File: src/rtl/multicycle_controller_if.sv
// multicycle_controller_if: unified memory port handshake between controller and memory
interface multicycle_controller_if;
    logic mem_req;
    logic mem_we;
    logic mem_sel;
    logic mem_ready;

    modport master (output mem_req, output mem_we, output mem_sel, input mem_ready);
    modport slave  (input mem_req, input mem_we, input mem_sel, output mem_ready);
endinterface

File: src/rtl/multicycle_controller.sv
// multicycle_controller: multi-cycle RV32I subset sequencer with wait/timeout, illegal trap and retire counter
module multicycle_controller #(
    parameter int TIMEOUT = 16,
    parameter int CNT_W   = 32
) (
    input  logic                          clk,
    input  logic                          rst_n,
    multicycle_controller_if.master       bus,
    input  logic [6:0]                    opcode,
    input  logic [2:0]                    func3,
    input  logic                          zero,
    output logic                          ir_write,
    output logic                          pc_write,
    output logic                          pc_src,
    output logic                          reg_write,
    output logic [1:0]                    mem_to_reg,
    output logic                          alu_src_a,
    output logic [1:0]                    alu_src_b,
    output logic [1:0]                    alu_op,
    output logic [3:0]                    state,
    output logic                          illegal,
    output logic                          bus_err,
    output logic [CNT_W-1:0]              instr_retired
);
    localparam int WW = (TIMEOUT > 2) ? $clog2(TIMEOUT) : 1;
    localparam logic [6:0] OP_R   = 7'b0110011;
    localparam logic [6:0] OP_I   = 7'b0010011;
    localparam logic [6:0] OP_LD  = 7'b0000011;
    localparam logic [6:0] OP_ST  = 7'b0100011;
    localparam logic [6:0] OP_BR  = 7'b1100011;
    localparam logic [6:0] OP_JAL = 7'b1101111;

    typedef enum logic [3:0] {
        IDLE     = 4'd0,
        FETCH    = 4'd1,
        DECODE   = 4'd2,
        EXEC_R   = 4'd3,
        EXEC_I   = 4'd4,
        MEM_ADDR = 4'd5,
        MEM_RD   = 4'd6,
        MEM_WR   = 4'd7,
        WB_ALU   = 4'd8,
        WB_MEM   = 4'd9,
        BRANCH   = 4'd10,
        JAL      = 4'd11,
        TRAP     = 4'd15
    } state_t;

    state_t        cur, nxt;
    logic [WW-1:0] wait_cnt;
    logic          wait_max, set_ill, set_bus, retire;

    assign state    = cur;
    assign wait_max = wait_cnt == WW'(TIMEOUT - 1);
    assign retire   = nxt == FETCH && cur != FETCH && cur != IDLE;

    // state register; async reset so a pending request drops immediately
    always_ff @(posedge clk or negedge rst_n) begin
        if (!rst_n) cur <= IDLE;
        else        cur <= nxt;
    end

    // sticky trap flags, retire counter and memory wait counter
    always_ff @(posedge clk or negedge rst_n) begin
        if (!rst_n) begin
            illegal       <= 1'b0;
            bus_err       <= 1'b0;
            instr_retired <= '0;
            wait_cnt      <= '0;
        end else begin
            illegal       <= illegal | set_ill;
            bus_err       <= bus_err | set_bus;
            instr_retired <= instr_retired + CNT_W'(retire);
            wait_cnt      <= (nxt != cur) ? '0 : (bus.mem_req && !bus.mem_ready) ? wait_cnt + 1'b1 : wait_cnt;
        end
    end

    // next-state and state-decoded controls; a ready in the last wait cycle beats the timeout
    always_comb begin
        nxt         = cur;
        bus.mem_req = 1'b0;
        bus.mem_we  = 1'b0;
        bus.mem_sel = 1'b0;
        ir_write    = 1'b0;
        pc_write    = 1'b0;
        pc_src      = 1'b0;
        reg_write   = 1'b0;
        mem_to_reg  = 2'b00;
        alu_src_a   = 1'b0;
        alu_src_b   = 2'b00;
        alu_op      = 2'b00;
        set_ill     = 1'b0;
        set_bus     = 1'b0;
        case (cur)
            IDLE: nxt = FETCH;
            FETCH: begin
                bus.mem_req = 1'b1;
                alu_src_b   = 2'b01;
                ir_write    = bus.mem_ready;
                pc_write    = bus.mem_ready;
                set_bus     = !bus.mem_ready && wait_max;
                nxt         = bus.mem_ready ? DECODE : wait_max ? TRAP : FETCH;
            end
            DECODE: begin
                alu_src_b = 2'b10;
                nxt       = opcode == OP_R ? EXEC_R :
                            opcode == OP_I ? EXEC_I :
                            (opcode == OP_LD || opcode == OP_ST) ? MEM_ADDR :
                            opcode == OP_BR ? BRANCH :
                            opcode == OP_JAL ? JAL : TRAP;
                set_ill   = nxt == TRAP;
            end
            EXEC_R: begin
                alu_src_a = 1'b1;
                alu_op    = 2'b10;
                nxt       = WB_ALU;
            end
            EXEC_I: begin
                alu_src_a = 1'b1;
                alu_src_b = 2'b10;
                alu_op    = func3 == 3'b000 ? 2'b00 : 2'b10;
                nxt       = WB_ALU;
            end
            MEM_ADDR: begin
                alu_src_a = 1'b1;
                alu_src_b = 2'b10;
                nxt       = opcode == OP_LD ? MEM_RD : MEM_WR;
            end
            MEM_RD: begin
                bus.mem_req = 1'b1;
                bus.mem_sel = 1'b1;
                set_bus     = !bus.mem_ready && wait_max;
                nxt         = bus.mem_ready ? WB_MEM : wait_max ? TRAP : MEM_RD;
            end
            MEM_WR: begin
                bus.mem_req = 1'b1;
                bus.mem_we  = 1'b1;
                bus.mem_sel = 1'b1;
                set_bus     = !bus.mem_ready && wait_max;
                nxt         = bus.mem_ready ? FETCH : wait_max ? TRAP : MEM_WR;
            end
            WB_ALU: begin
                reg_write = 1'b1;
                nxt       = FETCH;
            end
            WB_MEM: begin
                reg_write  = 1'b1;
                mem_to_reg = 2'b01;
                nxt        = FETCH;
            end
            BRANCH: begin
                alu_src_a = 1'b1;
                alu_op    = 2'b01;
                pc_write  = zero;
                pc_src    = 1'b1;
                nxt       = FETCH;
            end
            JAL: begin
                reg_write  = 1'b1;
                mem_to_reg = 2'b10;
                pc_write   = 1'b1;
                pc_src     = 1'b1;
                nxt        = FETCH;
            end
            TRAP: nxt = TRAP;
            default: nxt = IDLE;
        endcase
    end
endmodule

File: src/flat_wrapper.sv
// flat-port wrapper written by rule: the top's interface ports become plain ports
module multicycle_controller_flat 
#(
    parameter int TIMEOUT = 16,
    parameter int CNT_W   = 32
)
  (clk, rst_n, opcode, func3, zero, ir_write, pc_write, pc_src, reg_write, mem_to_reg, alu_src_a, alu_src_b, alu_op, state, illegal, bus_err, instr_retired, bus_mem_req, bus_mem_we, bus_mem_sel, bus_mem_ready);
  multicycle_controller_if bus_i ();
  input  logic clk;
  input  logic rst_n;
  input  logic [6:0] opcode;
  input  logic [2:0] func3;
  input  logic zero;
  output logic ir_write;
  output logic pc_write;
  output logic pc_src;
  output logic reg_write;
  output logic [1:0] mem_to_reg;
  output logic alu_src_a;
  output logic [1:0] alu_src_b;
  output logic [1:0] alu_op;
  output logic [3:0] state;
  output logic illegal;
  output logic bus_err;
  output logic [CNT_W-1:0] instr_retired;
  output wire logic [$bits(bus_i.mem_req)-1:0] bus_mem_req;
  output wire logic [$bits(bus_i.mem_we)-1:0] bus_mem_we;
  output wire logic [$bits(bus_i.mem_sel)-1:0] bus_mem_sel;
  input wire logic [$bits(bus_i.mem_ready)-1:0] bus_mem_ready;
  assign bus_mem_req = bus_i.mem_req;
  assign bus_mem_we = bus_i.mem_we;
  assign bus_mem_sel = bus_i.mem_sel;
  assign bus_i.mem_ready = bus_mem_ready;
  multicycle_controller #(.TIMEOUT(TIMEOUT), .CNT_W(CNT_W)) u_core (.clk(clk), .rst_n(rst_n), .bus(bus_i), .opcode(opcode), .func3(func3), .zero(zero), .ir_write(ir_write), .pc_write(pc_write), .pc_src(pc_src), .reg_write(reg_write), .mem_to_reg(mem_to_reg), .alu_src_a(alu_src_a), .alu_src_b(alu_src_b), .alu_op(alu_op), .state(state), .illegal(illegal), .bus_err(bus_err), .instr_retired(instr_retired));
endmodule
File: config.mk
export PLATFORM = sky130hd
export DESIGN_NAME = multicycle_controller_flat
export DESIGN_NICKNAME = d
export VERILOG_FILES = /design/src/rtl/multicycle_controller_if.sv /design/src/rtl/multicycle_controller.sv /design/src/flat_wrapper.sv
export SDC_FILE = /design/constraint.sdc
export NUM_CORES = 1
export LEC_CHECK = 0
export BUFFER_PORTS_ARGS = -buffer_cell sky130_fd_sc_hd__buf_2
export CORE_MARGIN = 8
export CORE_UTILIZATION = 49
export CTS_BUF_LIST = sky130_fd_sc_hd__clkbuf_4
export CTS_CLUSTER_DIAMETER = 30
export CTS_CLUSTER_SIZE = 24
export DETAILED_ROUTE_END_ITERATION = 7
export PLACE_DENSITY = 0.84
export SYNTH_ARGS = -nofsm -noshare
export SYNTH_HDL_FRONTEND = slang
export SYNTH_SLANG_ARGS = --single-unit
File: constraint.sdc
create_clock -name clk -period 2.8 [get_ports clk]
set_input_delay 0.42 -clock clk [delete_from_list [all_inputs] [get_ports clk]]
set_output_delay 0.42 -clock clk [all_outputs]
set_load 0.005 [all_outputs]
* Yosys cells after proc, flatten, opt, wreduce, memory -nomap -nowiden *
Index checks and enable logic that the tools add are counted.

cells by class
  reduce and logical (&&, ||, !) cells = 18
  $add $sub $neg = 2
  bitwise logic cells = 2
  mux-type cells = 29
  equality and inequality tests = 23

operators with widths
  kind                                                                    number
  4-bit two-way mux                                                       12
  32-bit by 1-bit adder with 32-bit output                                1
  4-bit one-hot mux with 8 select lines                                   1
  4-bit equality test (second input constant)                             7
  4-bit by 3-bit equality test with 1-bit output (second input constant)  4
  7-bit by 6-bit equality test with 1-bit output (second input constant)  2
  7-bit equality test (second input constant)                             2
  1-bit two-way mux                                                       10
  3-bit OR reduction                                                      3
  4-bit by 1-bit equality test with 1-bit output (second input constant)  2
  4-bit by 2-bit equality test with 1-bit output (second input constant)  2
  2-bit one-hot mux with 2 select lines                                   2
  7-bit by 2-bit equality test with 1-bit output (second input constant)  1
  7-bit by 5-bit equality test with 1-bit output (second input constant)  1
  2-bit one-hot mux with 3 select lines                                   1
  2-bit OR reduction                                                      3
  5-bit OR reduction                                                      1
  4-bit by 1-bit adder with 4-bit output (second input constant)          1
  1-bit logical AND                                                       4
  4-bit logical NOT                                                       1
  4-bit by 1-bit != test with 1-bit output (second input constant)        1
  4-bit != test                                                           1
  4-bit nonzero test                                                      1
  4-bit OR reduction                                                      1
  other kinds (8)                                                         9

storage, ports and cells
  word-level logic and storage cells = 79
  output and inout port bits = 52
  register bits after elaboration = 42

* Longest topological paths before layout *
  depth in word-level cells = 11
  depth in mapped cells = 14

* Worst setup path after synthesis *
No wires, ideal clock.

  path kind = register to register
  start point = register u_core.cur[3], in the netlist u_core.state[3]
  end point = register u_core.instr_retired[31]
  slack = -0.123 ns
  buffers on the path = 1
  data arrival time = 2.801 ns
  period minus slack after synthesis = 2.923 ns
  cell stages (with the launch flop) = 13
  cells stage by stage = dfrtp_1 buf_2 or2b_1 o31ai_1 nor3b_2 nand2_1 nor4b_1 ha_1 nand3_1 or3_1 and3b_1 nand4_1 xnor2_1

between the ends
  word-level cells in the longest chain between the ends = 7

ends and longest elaborated chain
  what                                                                line                         text
  start: declaration                                                  multicycle_controller.sv:49  state_t cur, nxt;
  start signal: assignment                                            multicycle_controller.sv:60  else cur <= nxt;
  4-bit equality test, or another cell as far along                   multicycle_controller.sv:94  case (cur)
  5-bit OR reduction (no line) or 2-bit OR reduction (tied branches)  n/a
  4-bit one-hot mux with 8 select lines *                             multicycle_controller.sv:94
  via u_core.nxt[0]                                                   multicycle_controller.sv:49
  4-bit by 1-bit equality test with 1-bit output *                    multicycle_controller.sv:55  assign retire = nxt == FETCH && cur != FETCH && cur != IDLE;
  1-bit logical AND * (2 in a row)                                    multicycle_controller.sv:55
  32-bit by 1-bit adder with 32-bit output *                          multicycle_controller.sv:73  instr_retired <= instr_retired + CNT_W'(retire);
  end signal: assignment                                              multicycle_controller.sv:73
  end: declaration                                                    multicycle_controller.sv:23  output logic [CNT_W-1:0] instr_retired

Mark *: on every way through the listed nets, which the timed path passes. The rest lies on a longest branch.
A chain may end at the register's enable or synchronous reset.

* Final worst setup path *
  start point = register u_core.cur[1], in the netlist u_core.state[1]
  end point = register u_core.instr_retired[31]

between the ends
  word-level cells in the longest chain between the ends = 7

ends and longest elaborated chain
  what                                                                line
  4-bit equality test, or another cell as far along                   multicycle_controller.sv:94
  5-bit OR reduction (no line) or 2-bit OR reduction (tied branches)  n/a
  4-bit one-hot mux with 8 select lines                               multicycle_controller.sv:94
  4-bit by 1-bit equality test with 1-bit output                      multicycle_controller.sv:55
  1-bit logical AND                                                   multicycle_controller.sv:55
  1-bit logical AND *                                                 multicycle_controller.sv:55
  32-bit by 1-bit adder with 32-bit output *                          multicycle_controller.sv:73

Mark *: on every way between the ends. The rest lies on a longest branch, timed or not.

==> metrics.yaml <==
maxCapViolations: 0
power.density_mw_per_mm2: 784
antenna_found_initial: 0
diodes: 0
nets: 397
drt-initial-drc-count: 210
synth_edf_count: 0
seqCellArea_mm2: 0.00106
die_area_mm2: 0.00725
synth_fa_ha_area_share_pct: 1.60
start_util_pct: 50.3
fmax_mhz: 330
min_period_ns: 3.03
p_clk_share_pct: 10.4
hold_viol: 0
yosys.area_share.simple_pct: 26.5
clk_latency_ns: 0.37
vdd_drop_max_v: 0.000567
fillers: 240
slew_headroom_pct: 38.6
critical_path_class: "reg2reg"
rsz0062_at_grt: "true"
synth_top_family_by_area: "simple AND/OR/NAND/NOR gates"
syn_nets: 255
vias: 2597
cp.arrival_ns: 3.31
synth_ff_type: "dfrtp_1"
syn-cell-area_mm2: 0.00234
synth_xor_xnor_area_share_pct: 13.8
cp-start-kind: "register"
async_flop_share_pct: 100
port_buffers: 65
finalCritPeriodShare_pct: 108
vias_per_cell: 5.97
grt_pass1_vias: 2403
ys_types: 50
core_mm2: 0.00466
multi_input_area_mm2: 0.00161
p_seq_share_pct: 27.1
syn_to_final_growth_pct: 60.4
crit_path_top_delay_cell: "dfrtp_2"
cts_buffers: 5
clockBufferDepth: 2
max_stage_delay_ns: 0.51
clk_pin_slew_ns: 0.14
holdBufCountCts: 0
leakagePower_nw: 1.93
setup_slack_ns: -0.230
tightest_slew_ns: 0.921
post_drt_wl_per_cell_um: 20.9
fp.dieH_um: 85.1
synth_mux_area_share_pct: 0.855
status: "finished, violations left"
pin_count: 66
finalClockSkew_ns: 0.0205
endpoint_kind: "register"
failed_checks: "negative setup slack"
synth_compound_area_share_pct: 9.35
crit_family: "simple AND/OR/NAND/NOR gates"
critical_path_required_ns: 3.08
syn_inst: 238
final_cell_mix: "buf_4, buf_2, dfrtp_1"
cts_tree: "yes"
r2r_cells: 11
path_buf_inv: 0
syn-mean-instance-area_um2: 9.84
combPwrFrac_pct: 62.4
layout_commonest_cell: "buf_4"
ys_warn_count: 0
switching_power_mw: 1.20
cts_sinks: 42
postRouteAntennaNets: 0
r2r_start: "u_core.state[1]"
rows: 25
h-tree-depth: 2
dpl.hpwl_mm: 4.72
clockRootBuffer: "clkbuf_4"
internal_power_mw: 1.74
grt_max_degree: 43
hold_ws_ns: 0.156
drt_pass1_iterations: 5
ys_seq_area_share_pct: 44.9
die_x_um: 85.1
synth-seq-cells: 42
postRouteWirelength_mm: 9.11
swShare_pct: 40.8
overflow: 0
worstPathCellList: "nand2b_4 -> a41oi_4 -> o221a_4 -> o31ai_4 -> nor4b_4 -> ha_2 -> nand3_2 -> or3_4 -> and3b_2 -> nand4_1 -> xnor2_1"
hold_class: "in2async"
slew_violations: 0
drc_errors: 0
r2r_slack_ns: -0.23
finalSetupViolCount: 19
path_max_fanout: 7
final_util_pct: 80.6
grt_pass1_wl_mm: 11.9
worstReg2RegEnd: "u_core.instr_retired[31]"
grtUsageTotal_pct: 20.3
gp_congestion: 0.864
layout-drive-gt1-share_pct: 55.6
## metrics by stage
stage	setup WS, ns	TNS (ns)	instance area (um^2)	power, mW	instances
floorplan	-0.0530	-0.0857	2390	1.38	238
global route	-0.341	-4.90	3760	3.06	435
detailed placement	-0.300	-3.12	3060	1.91	393
global placement	-0.164	-1.64	3060	1.88	393
CTS	-0.0301	-0.0725	3390	2.51	426
finish	-0.230	-2.14	3760	2.94	435
## power by group through the flow
stage	Clock, mW	Combinational (mW)	Sequential (mW)
after detailed placement	0	1.13	0.784
after global routing	0.334	1.93	0.802
after floorplan	0	0.631	0.753
after CTS	0.307	1.43	0.770
final	0.307	1.84	0.799
after global placement	0	1.10	0.783
## per-layer routing
layer	GRT usage [%]	vias to the layer above	share of wire [%]
met1	23.8	1248	38
li1	-	1121	-
met5	0	-	0
met4	8.25	0	7.2
met2	33.9	162	47
met3	5.98	66	8.0
## cells by family (layout without fill, tap and decap cells)
group           after synthesis  after routing
xor+xnor                     36             36
simple gates                110            110
mux                           2              2
fa+ha+maj                     3              3
buf+inv                      16            159
flops                        42             42
compound gates               29             29
## timing repair
item                                    CTS  global route
buffers inserted                         25            11
resized for setup                        20            55
endpoints found under the setup margin   23            28
pin swaps                                 8            25
## state kept, by name (all words and copies together), names as in the netlist
register	flops
u_core.wait_cnt	4
u_core.instr_retired	32
u_core.bus_err	1
u_core.illegal	1
u_core.state	4
## worst max path at each step
stage / start / end / slack, ns / cells past startpoint
floorplan: u_core.state[1] / u_core.instr_retired[31] / -0.05 / 12
global placement: opcode[2] / u_core.instr_retired[31] / -0.16 / 12
detailed placement: opcode[2] / u_core.instr_retired[26] / -0.30 / 13
CTS: u_core.wait_cnt[1] / u_core.instr_retired[20] / -0.03 / 14
global route: u_core.state[1] / u_core.instr_retired[31] / -0.34 / 11
finish: u_core.state[1] / u_core.instr_retired[31] / -0.23 / 11
## cell type report
| type | count | area share (%) |
|---|---|---|
| Sequential cell | 42 | 28.1 |
| Multi-Input combinational cell | 180 | 42.8 |
| Clock buffer | 5 | 0.999 |
| Tap cell | 54 | 1.80 |
| Timing Repair Buffer | 143 | 25.0 |
| Inverter | 8 | 0.799 |
| Clock inverter | 3 | 0.500 |
## synth_stat cells (4+ instances only)
master / instances / area [um^2]
o21ai_0: 4 / 20.0
nand4_1: 7 / 43.8
nor2_1: 23 / 86.3
a21oi_1: 4 / 20.0
and3_1: 6 / 37.5
xnor2_1: 20 / 175
nand3_1: 9 / 45.0
inv_1: 8 / 30.0
xor2_1: 15 / 131
nor4_1: 5 / 31.3
dfrtp_1: 42 / 1050
nand2_1: 23 / 86.3
buf_2: 5 / 25.0
nand2b_1: 5 / 31.3
nor3_1: 7 / 35.0
a31oi_1: 4 / 25.0
Note: power is estimated with default switching activity, not from simulation.
